`src/rtl/puf_request_scheduler.sv`:
```
//------------------------------------------------------------------------------
// puf_request_scheduler
//
// Shares one RO-PUF core among NREQ requesters. A round-robin arbiter picks a
// requester and drives the PUF controller's start/done handshake. The captured
// RESP_W-bit response goes back to the granted requester as WORD_W-bit beats
// over a valid/ready channel. A watchdog aborts a hung measurement and returns
// a single error beat in place of the response.
//
// Ports:
//   clk       in   rising-edge clock
//   rst       in   asynchronous active-high reset
//   req       in   [NREQ]    per-requester request level
//   grant     out  [NREQ]    one-hot grant, held for the whole transaction
//   busy      out            high whenever the scheduler is not idle
//   puf_start out            PUF controller start
//   puf_done  in             one-cycle done pulse from the PUF controller
//   puf_resp  in   [RESP_W]  PUF response, valid in the puf_done cycle
//   rd_data   out  [WORD_W]  response beat
//   rd_valid  out            beat valid
//   rd_ready  in             granted requester accepts the beat
//   rd_last   out            final beat of the transaction
//   rd_err    out            beat is a timeout error beat
//------------------------------------------------------------------------------
module puf_request_scheduler #(
   parameter int NREQ    = 4,
   parameter int RESP_W  = 256,
   parameter int WORD_W  = 32,
   parameter int TO_W    = 17,
   parameter int TIMEOUT = 131071
) (
   input  logic              clk,
   input  logic              rst,
   input  logic [NREQ-1:0]   req,
   output logic [NREQ-1:0]   grant,
   output logic              busy,
   output logic              puf_start,
   input  logic              puf_done,
   input  logic [RESP_W-1:0] puf_resp,
   output logic [WORD_W-1:0] rd_data,
   output logic              rd_valid,
   input  logic              rd_ready,
   output logic              rd_last,
   output logic              rd_err
);

   localparam int BEATS = RESP_W / WORD_W;
   localparam int IDX_W = (BEATS > 1) ? $clog2(BEATS) : 1;
   localparam int PTR_W = (NREQ > 1) ? $clog2(NREQ) : 1;

   localparam logic [IDX_W-1:0] LAST_IDX = IDX_W'(BEATS - 1);
   localparam logic [TO_W-1:0]  TO_VAL   = TO_W'(TIMEOUT);

   typedef enum logic [2:0] {
      S_IDLE,
      S_START,
      S_WAIT,
      S_STREAM,
      S_ERR
   } state_t;

   state_t              state;
   state_t              next_state;

   logic [PTR_W-1:0]    ptr;
   logic [PTR_W-1:0]    gnt_idx;
   logic [RESP_W-1:0]   resp_buf;
   logic [IDX_W-1:0]    idx;
   logic [TO_W-1:0]     cnt;

   logic                sel_found;
   logic [PTR_W-1:0]    sel_idx;

   logic                wd_expired;
   logic                last_beat;

   assign wd_expired = (cnt == TO_VAL);
   assign last_beat  = (idx == LAST_IDX);

   // Round-robin pick: scan upward from ptr+1 with wrap, so the most recently
   // served requester is considered last.
   always_comb begin
      sel_found = 1'b0;
      sel_idx   = ptr;
      for (int o = 1; o <= NREQ; o++) begin
         int cand;
         cand = int'(ptr) + o;
         if (cand >= NREQ) begin
            cand = cand - NREQ;
         end
         if (!sel_found && req[cand]) begin
            sel_found = 1'b1;
            sel_idx   = PTR_W'(cand);
         end
      end
   end

   // State register.
   always_ff @(posedge clk or posedge rst) begin
      if (rst) begin
         state <= S_IDLE;
      end else begin
         state <= next_state;
      end
   end

   // Next-state logic. In WAIT a done pulse takes priority over the watchdog,
   // so a response arriving in the very cycle the count expires is kept.
   always_comb begin
      next_state = state;
      case (state)
         S_IDLE: begin
            if (sel_found) begin
               next_state = S_START;
            end
         end
         S_START: begin
            next_state = S_WAIT;
         end
         S_WAIT: begin
            if (puf_done) begin
               next_state = S_STREAM;
            end else if (wd_expired) begin
               next_state = S_ERR;
            end
         end
         S_STREAM: begin
            if (rd_ready && last_beat) begin
               next_state = S_IDLE;
            end
         end
         S_ERR: begin
            if (rd_ready) begin
               next_state = S_IDLE;
            end
         end
         default: begin
            next_state = S_IDLE;
         end
      endcase
   end

   // Datapath: grant/pointer bookkeeping, response capture, beat index and
   // watchdog. The watchdog stops counting once it reaches TIMEOUT, which is
   // exactly the cycle WAIT leaves for ERR, so it never wraps.
   always_ff @(posedge clk or posedge rst) begin
      if (rst) begin
         ptr      <= PTR_W'(NREQ - 1);
         gnt_idx  <= '0;
         grant    <= '0;
         resp_buf <= '0;
         idx      <= '0;
         cnt      <= '0;
      end else begin
         case (state)
            S_IDLE: begin
               if (sel_found) begin
                  grant   <= NREQ'(1) << sel_idx;
                  gnt_idx <= sel_idx;
               end
            end
            S_START: begin
               cnt <= '0;
            end
            S_WAIT: begin
               if (puf_done) begin
                  resp_buf <= puf_resp;
                  idx      <= '0;
               end else if (!wd_expired) begin
                  cnt <= cnt + 1'b1;
               end
            end
            S_STREAM: begin
               if (rd_ready) begin
                  if (last_beat) begin
                     ptr   <= gnt_idx;
                     grant <= '0;
                  end else begin
                     idx <= idx + 1'b1;
                  end
               end
            end
            S_ERR: begin
               if (rd_ready) begin
                  ptr   <= gnt_idx;
                  grant <= '0;
               end
            end
            default: begin
               grant <= '0;
            end
         endcase
      end
   end

   // Outputs decoded from state. Because beat data and last come straight
   // from the held buffer and index, they stay put while the reader stalls.
   always_comb begin
      busy      = (state != S_IDLE);
      puf_start = 1'b0;
      rd_valid  = 1'b0;
      rd_last   = 1'b0;
      rd_err    = 1'b0;
      rd_data   = '0;
      case (state)
         S_START, S_WAIT: begin
            puf_start = 1'b1;
         end
         S_STREAM: begin
            rd_valid = 1'b1;
            rd_last  = last_beat;
            rd_data  = resp_buf[idx*WORD_W +: WORD_W];
         end
         S_ERR: begin
            rd_valid = 1'b1;
            rd_last  = 1'b1;
            rd_err   = 1'b1;
         end
         default: begin
            puf_start = 1'b0;
         end
      endcase
   end

endmodule

```
`config.mk`:
```
export PLATFORM = sky130hd
export DESIGN_NAME = puf_request_scheduler
export DESIGN_NICKNAME = d
export VERILOG_FILES = /design/src/rtl/puf_request_scheduler.sv
export SDC_FILE = /design/constraint.sdc
export NUM_CORES = 1
export LEC_CHECK = 0
export BUFFER_PORTS_ARGS = -buffer_cell sky130_fd_sc_hd__buf_2
export CAP_MARGIN = 20
export CORE_UTILIZATION = 35
export CTS_CLUSTER_SIZE = 16
export DETAILED_ROUTE_END_ITERATION = 8
export SKIP_LAST_GASP = 1
export SLEW_MARGIN = 5
export SYNTH_ARGS = -nofsm -noshare
export SYNTH_HDL_FRONTEND = slang
export SYNTH_SLANG_ARGS = --single-unit
```
`constraint.sdc`:
```
create_clock -name clk -period 8.43 [get_ports clk]
set_input_delay 0.4215 -clock clk [delete_from_list [all_inputs] [get_ports clk]]
set_output_delay 0.4215 -clock clk [all_outputs]
set_load 0.01 [all_outputs]
```
## Word-level counts from Yosys, hierarchy flattened

Index checks and enable logic that the tools add are counted.

| storage, ports and cells | value |
|---|---|
| memories | 0 |
| bits of input ports | 264 |
| output and inout bits | 41 |
| RAM bits | 0 |
| memory bits (read-only) | 0 |
| bits in latches | 0 |
| flip-flop bits (word level) | 287 |
| word-level logic and storage cells | 116 |

| cells by class | value |
|---|---|
| order comparisons | 8 |
| bitwise logic cells | 1 |
| mux-type cells | 51 |
| shift operators | 2 |
| multiply operators | 0 |
| eq/ne operators | 16 |
| add/sub/neg operators | 10 |
| reductions and logical operators | 21 |
| divide/modulo/power cells | 0 |

Operator list:

| kind | number |
|---|---|
| $shiftx A256 B9 Y32 | 1 |
| $mux W32 | 5 |
| $lt A32 B4 Y1 const B | 4 |
| $mux W17 | 2 |
| $pmux W17 S2 | 1 |
| $mux W3 | 8 |
| $ne A2 B2 Y1 const B | 9 |
| $add A17 B1 Y17 const B | 1 |
| $eq A17 B17 Y1 const B | 1 |
| $mux W4 | 4 |
| $pmux W4 S4 | 1 |
| $mux W1 | 15 |
| $pmux W3 S5 | 1 |
| $mux W2 | 7 |
| $reduce_and A4 Y1 | 3 |
| $sub A3 B3 Y4 const B | 3 |
| $ge A3 B3 Y1 const B | 3 |
| $bmux W1 S2 | 4 |
| $add A2 B2 Y3 const B | 2 |
| $eq A3 B2 Y1 const B | 2 |
| $eq A3 B3 Y1 const B | 2 |
| $pmux W3 S2 | 1 |
| $reduce_bool A2 Y1 | 3 |
| $reduce_and A5 Y1 | 1 |
| 18 further kinds | 25 |

## Logic depth before layout (Yosys ltp)

Gate-level depths: netlist of run 1.

| depth | value |
|---|---|
| depth after elaboration | 19 |
| depth in mapped cells | 8 |
| gate-level depth less buffers | 8 |

## Worst setup path after synthesis of run 1

OpenSTA, ideal clock, no wires.

| path | value |
|---|---|
| path kind | reg2reg |
| start point | reg cnt[6] |
| end point | reg cnt[4] |
| arrival | 2.220 ns |
| path slack | 6.089 ns |
| required time | 8.309 ns |
| setup time | 0.121 ns |
| cell stages (with the launch flop) | 9 |
| buffers on the path | 0 |
| period minus slack after synthesis | 2.341 ns |
| path through | dfrtp_1 -> and4_1 -> nand4_1 -> nor3_1 -> ha_1 -> nor4b_1 -> or3b_2 -> xor2_1 -> nor2_1 |

| on the way | value |
|---|---|
| cells in the longest elaborated chain, start to end | 3 |

Ends and longest elaborated chain:

| what | line | source |
|---|---|---|
| from (decl) | 69 | `logic [TO_W-1:0] cnt;` |
| from (signal assigned) | 170 | `cnt <= cnt + 1'b1;` |
| $eq A17 B17 Y1 | 77 | `assign wd_expired = (cnt == TO_VAL);` |
| $ne A2 B2 Y1 (no source line) | - |  |
| $reduce_and A3 Y1 (no source line) | - |  |

No other way between the ends.
A chain may end at the register's enable or synchronous reset.

## Worst setup path after layout of run 1

| path | value |
|---|---|
| start point | reg idx[0] |
| end point | out rd_data[0] |

| on the way | value |
|---|---|
| cells in the longest elaborated chain, start to end | 2 |

Ends and longest elaborated chain:

| what | line | source |
|---|---|---|
| from (decl) | 68 | `logic [IDX_W-1:0] idx;` |
| from (signal assigned) | 179 | `idx <= idx + 1'b1;` |
| $shiftx A256 B9 Y32 | 212 | `rd_data = resp_buf[idx*WORD_W +: WORD_W];` |
| $mux W32 | 205 | `case (state)` |
| to (decl) | 40 | `output logic [WORD_W-1:0] rd_data,` |

No other way between the ends.

==> impl_metrics.json, run 1 <==
{
  "max_freq_mhz": 275.9,
  "yosysMostFrequentCell": "dfrtp_1",
  "cts_resized": 0,
  "final.setup_skew_ns": 0.01236,
  "postRouteAntennaNets": 0,
  "avgSynthCellArea_sq_um": 15.04,
  "clk_pin_slew_ns": 0.06,
  "synth.distinct_cells": 50,
  "p_total_mw": 6.162,
  "io_pins": 305,
  "worstPathRequired_ns": 8.01,
  "num-fill-cells": 3373,
  "grt_pass1_wl_mm": 51.79,
  "worstPathArrival_ns": 3.20,
  "post-route-period-util_pct": 43.00,
  "cts.htree.levels": 2,
  "dpl.cell_count": 1639,
  "power.density_nw_per_um2": 378.8,
  "worst_setup_path_start_kind": "flip-flop",
  "cpMaxStageDelayCell": "dfrtp_4",
  "crit_family": "flip-flops",
  "track_usage_pct": 17.58,
  "tritoncts": "done",
  "ys_seq_elements": 287,
  "via_per_inst": 4.969,
  "slowest_delay_ns": 0.85,
  "ir_drop_mv": 0.2105,
  "grt_overflow": 0,
  "wl_mm": 32.76,
  "rsz0062_at_grt": "no",
  "cap_violations": 0,
  "dieHeight_um": 196.3,
  "ys_seq_area_share_pct": 54.40,
  "slew_violations": 0,
  "dr.pass1.iters": 4,
  "synth_top_area_share_pct": 54.00,
  "tightestPinTransition_ns": 0.9817,
  "status": "complete, no violations",
  "hold_ws_ns": 0.06365,
  "syn_inst": 878,
  "tns_ns": 0,
  "reg2reg_depth": 5,
  "synthToLayoutAreaGrowth_pct": 23.17,
  "cts_root_buf": "clkbuf_16",
  "ys_async_sr_fraction_pct": 100.0,
  "cts_sinks": 287,
  "finalHoldViolCount": 0,
  "setup_slack_ns": 4.806,
  "clockBufferDepth": 3,
  "post-dp-hpwl_mm": 22.43,
  "syn_area_sq_um": 13210,
  "clock_latency_ns": 0.53,
  "fin_crit_ns": 3.624,
  "synth_fp_nets": 1146,
  "port_buffers": 304,
  "endpoint_kind": "primary output",
  "antenna_found_initial": 15,
  "vias": 8472,
  "timing_worst_setup_path_type": "reg2out",
  "min_path_type": "in2async",
  "path_buf_inv": 2,
  "setup_viol": 0,
  "synth_common_cells": "285 x dfrtp_1, 259 x mux2_2, 64 x mux4_2, 45 x nor2_1, 32 x mux2i_1",
  "numCtsBuffers": 34,
  "finalNonFillerCells": 1705,
  "yosysTopAreaCell": "dfrtp_1",
  "grt_pass1_vias": 9099,
  "start_util_pct": 35.82,
  "core_area_sq_um": 36870,
  "synthTopCellsByArea": "dfrtp_1 54%, mux2_2 22%, mux4_2 11%, mux2i_1 2.4%, nor2_1 1.3%",
  "r2r_slack_ns": 5.12,
  "synth_edf_count": 0,
  "post_drt_wl_per_cell_um": 19.21,
  "fp.dieW_um": 196.3,
  "slew_headroom_pct": 34.55,
  "postCtsHoldBufs": 0,
  "r2r-end": "resp_buf[110]",
  "path_cells": "buf_4 > mux4_2 > mux2i_1 > nor2_1 > buf_2",
  "drtIter0Drc": 391,
  "grt_max_degree": 155,
  "drive_gt1_share_pct": 58.71,
  "path_max_fanout": 34,
  "place_ws_ns": 5.182,
  "die_area_sq_um": 38520,
  "drc": 0,
  "post-cts-setup-buffer-count": 0,
  "synth_ff_type": "dfrtp_1",
  "num-nets-final": 1440,
  "gp_congestion": 0.7778,
  "num_rows": 70,
  "p_leak_nw": 7.287,
  "timing.rr.start": "state[1]",
  "synth_warnings": 0
}
power by group:
part | internal (mW) | total (mW) | switching [mW]
logic | 1.35 | 2.28 | 0.931
registers | 2.05 | 2.46 | 0.411
clock network | 0.849 | 1.42 | 0.570
total | 4.25 | 6.16 | 1.91
layer usage:
| metal | routed length, um | GRT usage (%) |
|---|---|---|
| met1 | 14030 | 23.14 |
| met4 | 636 | 6.076 |
| met3 | 2596 | 6.137 |
| met5 | 75 | 0 |
| met2 | 15420 | 26.87 |
metrics by stage:
step	cell area [sq um]	util, %
floorplan	13210	-
global placement	15160	41.12
detailed placement	15160	41.12
CTS	16240	44.03
global route	16260	44.11
finish	16270	44.12
worst reg2reg max path: stages, from the launching register on:
cell,delay (ns)
dfrtp_1,0.61
nor2b_1,0.26
nor3b_2,0.22
buf_4,0.73
buf_4,0.90
mux2_2,0.48
cell type report:
class	count	area, sq um	area share [%]
Antenna cell	7	17.52	0.1077
Clock buffer	52	1042	6.407
Clock inverter	6	32.53	0.2000
Inverter	11	48.80	0.3000
Multi-Input combinational cell	524	5688	34.96
Sequential cell	287	7192	44.21
Tap cell	504	630.6	3.876
Timing Repair Buffer	314	1617	9.937
layout by cell type, fill, tap and decap left out, types with 6 or more instances in the layout:
master	Yosys	routed
a21oi_1	13	13
buf_2	29	304
buf_4	12	8
clkbuf_1	9	9
clkbuf_16	0	37
clkbuf_8	0	6
dfrtp_1	285	283
diode_2	0	7
inv_1	10	9
mux2_2	259	259
mux2i_1	32	32
mux4_2	64	64
nand2_1	17	17
nor2_1	45	45
nor3_1	6	6
o21ai_0	10	10
o31ai_1	7	7
or3_1	7	7
xor2_1	7	7
registers in the layout, summed over array words and instances, names as in the netlist:
signal	flops
idx	3
ptr	2
resp_buf	256
cnt	17
grant	4
state	3
gnt_idx	2
worst max path at each step:
stage                        start             to  slack [ns]  cells past startpoint
final                       idx[0]     rd_data[0]        4.81                      5
after global placement    state[1]  resp_buf[145]        5.19                      5
after floorplan                rst         cnt[0]        0.09                      1
after detailed placement  state[1]  resp_buf[110]        5.18                      5
after global routing        idx[0]     rd_data[0]        4.58                      5
after CTS                   idx[0]     rd_data[0]        4.68                      5
cell families (layout without fill, tap and decap cells):
group	after synthesis	count (layout)	synth area share [%]
DFF	287	287	54.40
and+or+nand+nor	106	106	4.036
adders and majority gates	4	4	0.3789
xor gates and xnor gates	8	8	0.5305
other	0	7	0
AOI/OAI and AO/OA	51	51	2.662
muxes	355	355	35.42
buffers and inverters	67	383	2.577
No activity file was read; power rests on OpenSTA's default activity.
==> run 2: changes to the inputs <==
==> constraint.sdc (replaced) <==
create_clock -name clk -period 3.26 [get_ports clk]
set_input_delay 0.163 -clock clk [delete_from_list [all_inputs] [get_ports clk]]
set_output_delay 0.163 -clock clk [all_outputs]
set_load 0.01 [all_outputs]
==> run 2 against run 1 <==
Power rose to 2.7 times the previous value. Largest cell class unchanged. Utilization rose by 7.5 points. Sequential power rose to 2.6 times the previous value. Setup slack got worse by 4.3 ns. First-iteration DRC count fell by 24%. Sequential share of layout area fell by 6.4 points. Flip-flop and latch count did not move. Wire length rose by 6.9%. Final area rose by 17%. Register-to-register slack got worse by 4.5 ns. Critical path depth did not move. Clock power rose to 2.7 times the previous value. Largest power group unchanged.
==> impl_metrics.json, run 2 (synthesis gave the netlist of run 1 again) <==
{
  "final_common_cell": "buf_2",
  "tightestPinTransition_ns": 0.7787,
  "io_pins": 305,
  "post-dp-hpwl_mm": 22.73,
  "place_ws_ns": 0.6116,
  "grt_pass1_wl_mm": 56.85,
  "synthToLayoutAreaGrowth_pct": 43.97,
  "cts.htree.levels": 2,
  "hold_end": "state[1]",
  "worstPathArrival_ns": 2.61,
  "drc": 0,
  "die_area_sq_um": 38520,
  "grt_overflow": 0,
  "reg2reg_depth": 8,
  "post-cts-setup-buffer-count": 0,
  "top_regs": "resp_buf (256), cnt (17), grant (4)",
  "worst_setup_path_start_kind": "flip-flop",
  "status": "complete, no violations",
  "grt_max_degree": 109,
  "r2r-end": "cnt[4]",
  "setup_slack_ns": 0.4870,
  "max_freq_mhz": 360.6,
  "num_rows": 70,
  "min_path_type": "in2reg",
  "layout_common_cells": "304 x buf_2, 283 x dfrtp_1, 259 x mux2_2, 258 x dlygate4sd3_1, 64 x mux4_2",
  "track_usage_pct": 18.76,
  "fin_crit_ns": 2.773,
  "holdCritStartpoint": "rd_ready",
  "post_drt_wl_per_cell_um": 17.80,
  "vias": 9515,
  "rsz0062_at_grt": "no",
  "n_antenna_cell": 0,
  "wl_mm": 35.03,
  "num-nets-final": 1707,
  "postRouteAntennaNets": 0,
  "clock_latency_ns": 0.53,
  "endpoint_kind": "primary output",
  "finalHoldViolCount": 0,
  "cts_sinks": 287,
  "dr.pass1.iters": 4,
  "port_buffers": 304,
  "antenna_found_initial": 0,
  "drtIter0Drc": 299,
  "ir_drop_mv": 0.5473,
  "via_per_inst": 4.835,
  "drive_gt1_share_pct": 48.84,
  "fp.dieW_um": 196.3,
  "cts_root_buf": "clkbuf_16",
  "largest-register": "resp_buf",
  "clockBufferDepth": 3,
  "grt_pass1_vias": 10660,
  "dieHeight_um": 196.3,
  "path_max_fanout": 43,
  "post-route-period-util_pct": 85.06,
  "setup_viol": 0,
  "gp_congestion": 0.7552,
  "power.density_nw_per_um2": 864.9,
  "tritoncts": "done",
  "timing_worst_setup_path_type": "reg2out",
  "final.setup_skew_ns": 0.009586,
  "cap_violations": 0,
  "timing.rr.start": "cnt[6]",
  "worstPathRequired_ns": 3.10,
  "clk_pin_slew_ns": 0.06,
  "r2r_slack_ns": 0.64,
  "tns_ns": 0,
  "min_path_cells": 4,
  "slew_headroom_pct": 47.98,
  "core_area_sq_um": 36870,
  "slew_violations": 0,
  "largest_reg_flops": 256,
  "p_leak_nw": 8.456,
  "numCtsBuffers": 34,
  "start_util_pct": 35.82
}
[run 2: critical path, cell delays in order (launching register included)]
cell	delay [ns]
dfrtp_4	0.61
buf_12	0.39
mux4_2	0.62
mux2i_1	0.20
nor2_1	0.06
buf_2	0.17
[run 2: power by group]
group	switching [mW]	total (mW)	internal [mW]
clock	1.48	3.78	2.30
sequential	1.07	6.37	5.30
combinational	2.54	6.30	3.76
total	5.09	16.4	11.4
[run 2: cell type report]
type / instances / area (sq um)
clock inverter: 10 / 77.57
sequential: 287 / 7192
multi-input combinational: 524 / 5688
clock buffer: 51 / 1049
tap: 504 / 630.6
fill: 3090 / 17860
timing repair buffer: 581 / 4334
inverter: 11 / 45.04
[run 2: how the worst max path moves through the flow]
| stage | startpoint | to | slack (ns) | cells after the start |
|---|---|---|---|---|
| 6_report | idx[0] | rd_data[18] | 0.49 | 5 |
| 4_1_cts | idx[0] | rd_data[18] | 0.43 | 5 |
| 3_3_place_gp | cnt[6] | cnt[4] | 0.65 | 8 |
| 3_5_place_dp | cnt[6] | cnt[4] | 0.61 | 8 |
| 5_1_grt | cnt[6] | cnt[4] | 0.33 | 8 |
| 2_1_floorplan | rst | cnt[0] | -0.71 | 1 |
[run 2: timing repair]
action / CTS / global route
hold buffers: 258 / 0
hold endpoints to repair: 281 / 0
resized for setup: 0 / 0
[run 2: metrics by stage]
| stage | cells | hold WS [ns] | util (%) | power (mW) | cell area (sq um) |
|---|---|---|---|---|---|
| after floorplan | 878 | 0.3146 | - | 10.75 | 13210 |
| after global routing | 1968 | 0.06574 | 51.57 | 17.48 | 19020 |
| after CTS | 1968 | 0.02620 | 51.57 | 16.64 | 19020 |
| after global placement | 1649 | 0.3480 | 41.51 | 12.31 | 15310 |
| final | 1968 | 0.05878 | 51.57 | 16.45 | 19020 |
| after detailed placement | 1649 | 0.3586 | 41.51 | 12.50 | 15310 |
[run 2: per-layer routing]
metal | global-route usage, % | wire, um
met1 | 23.97 | 15000
met2 | 30.96 | 17210
met3 | 4.470 | 1995
met4 | 6.771 | 832
met5 | 0 | 0
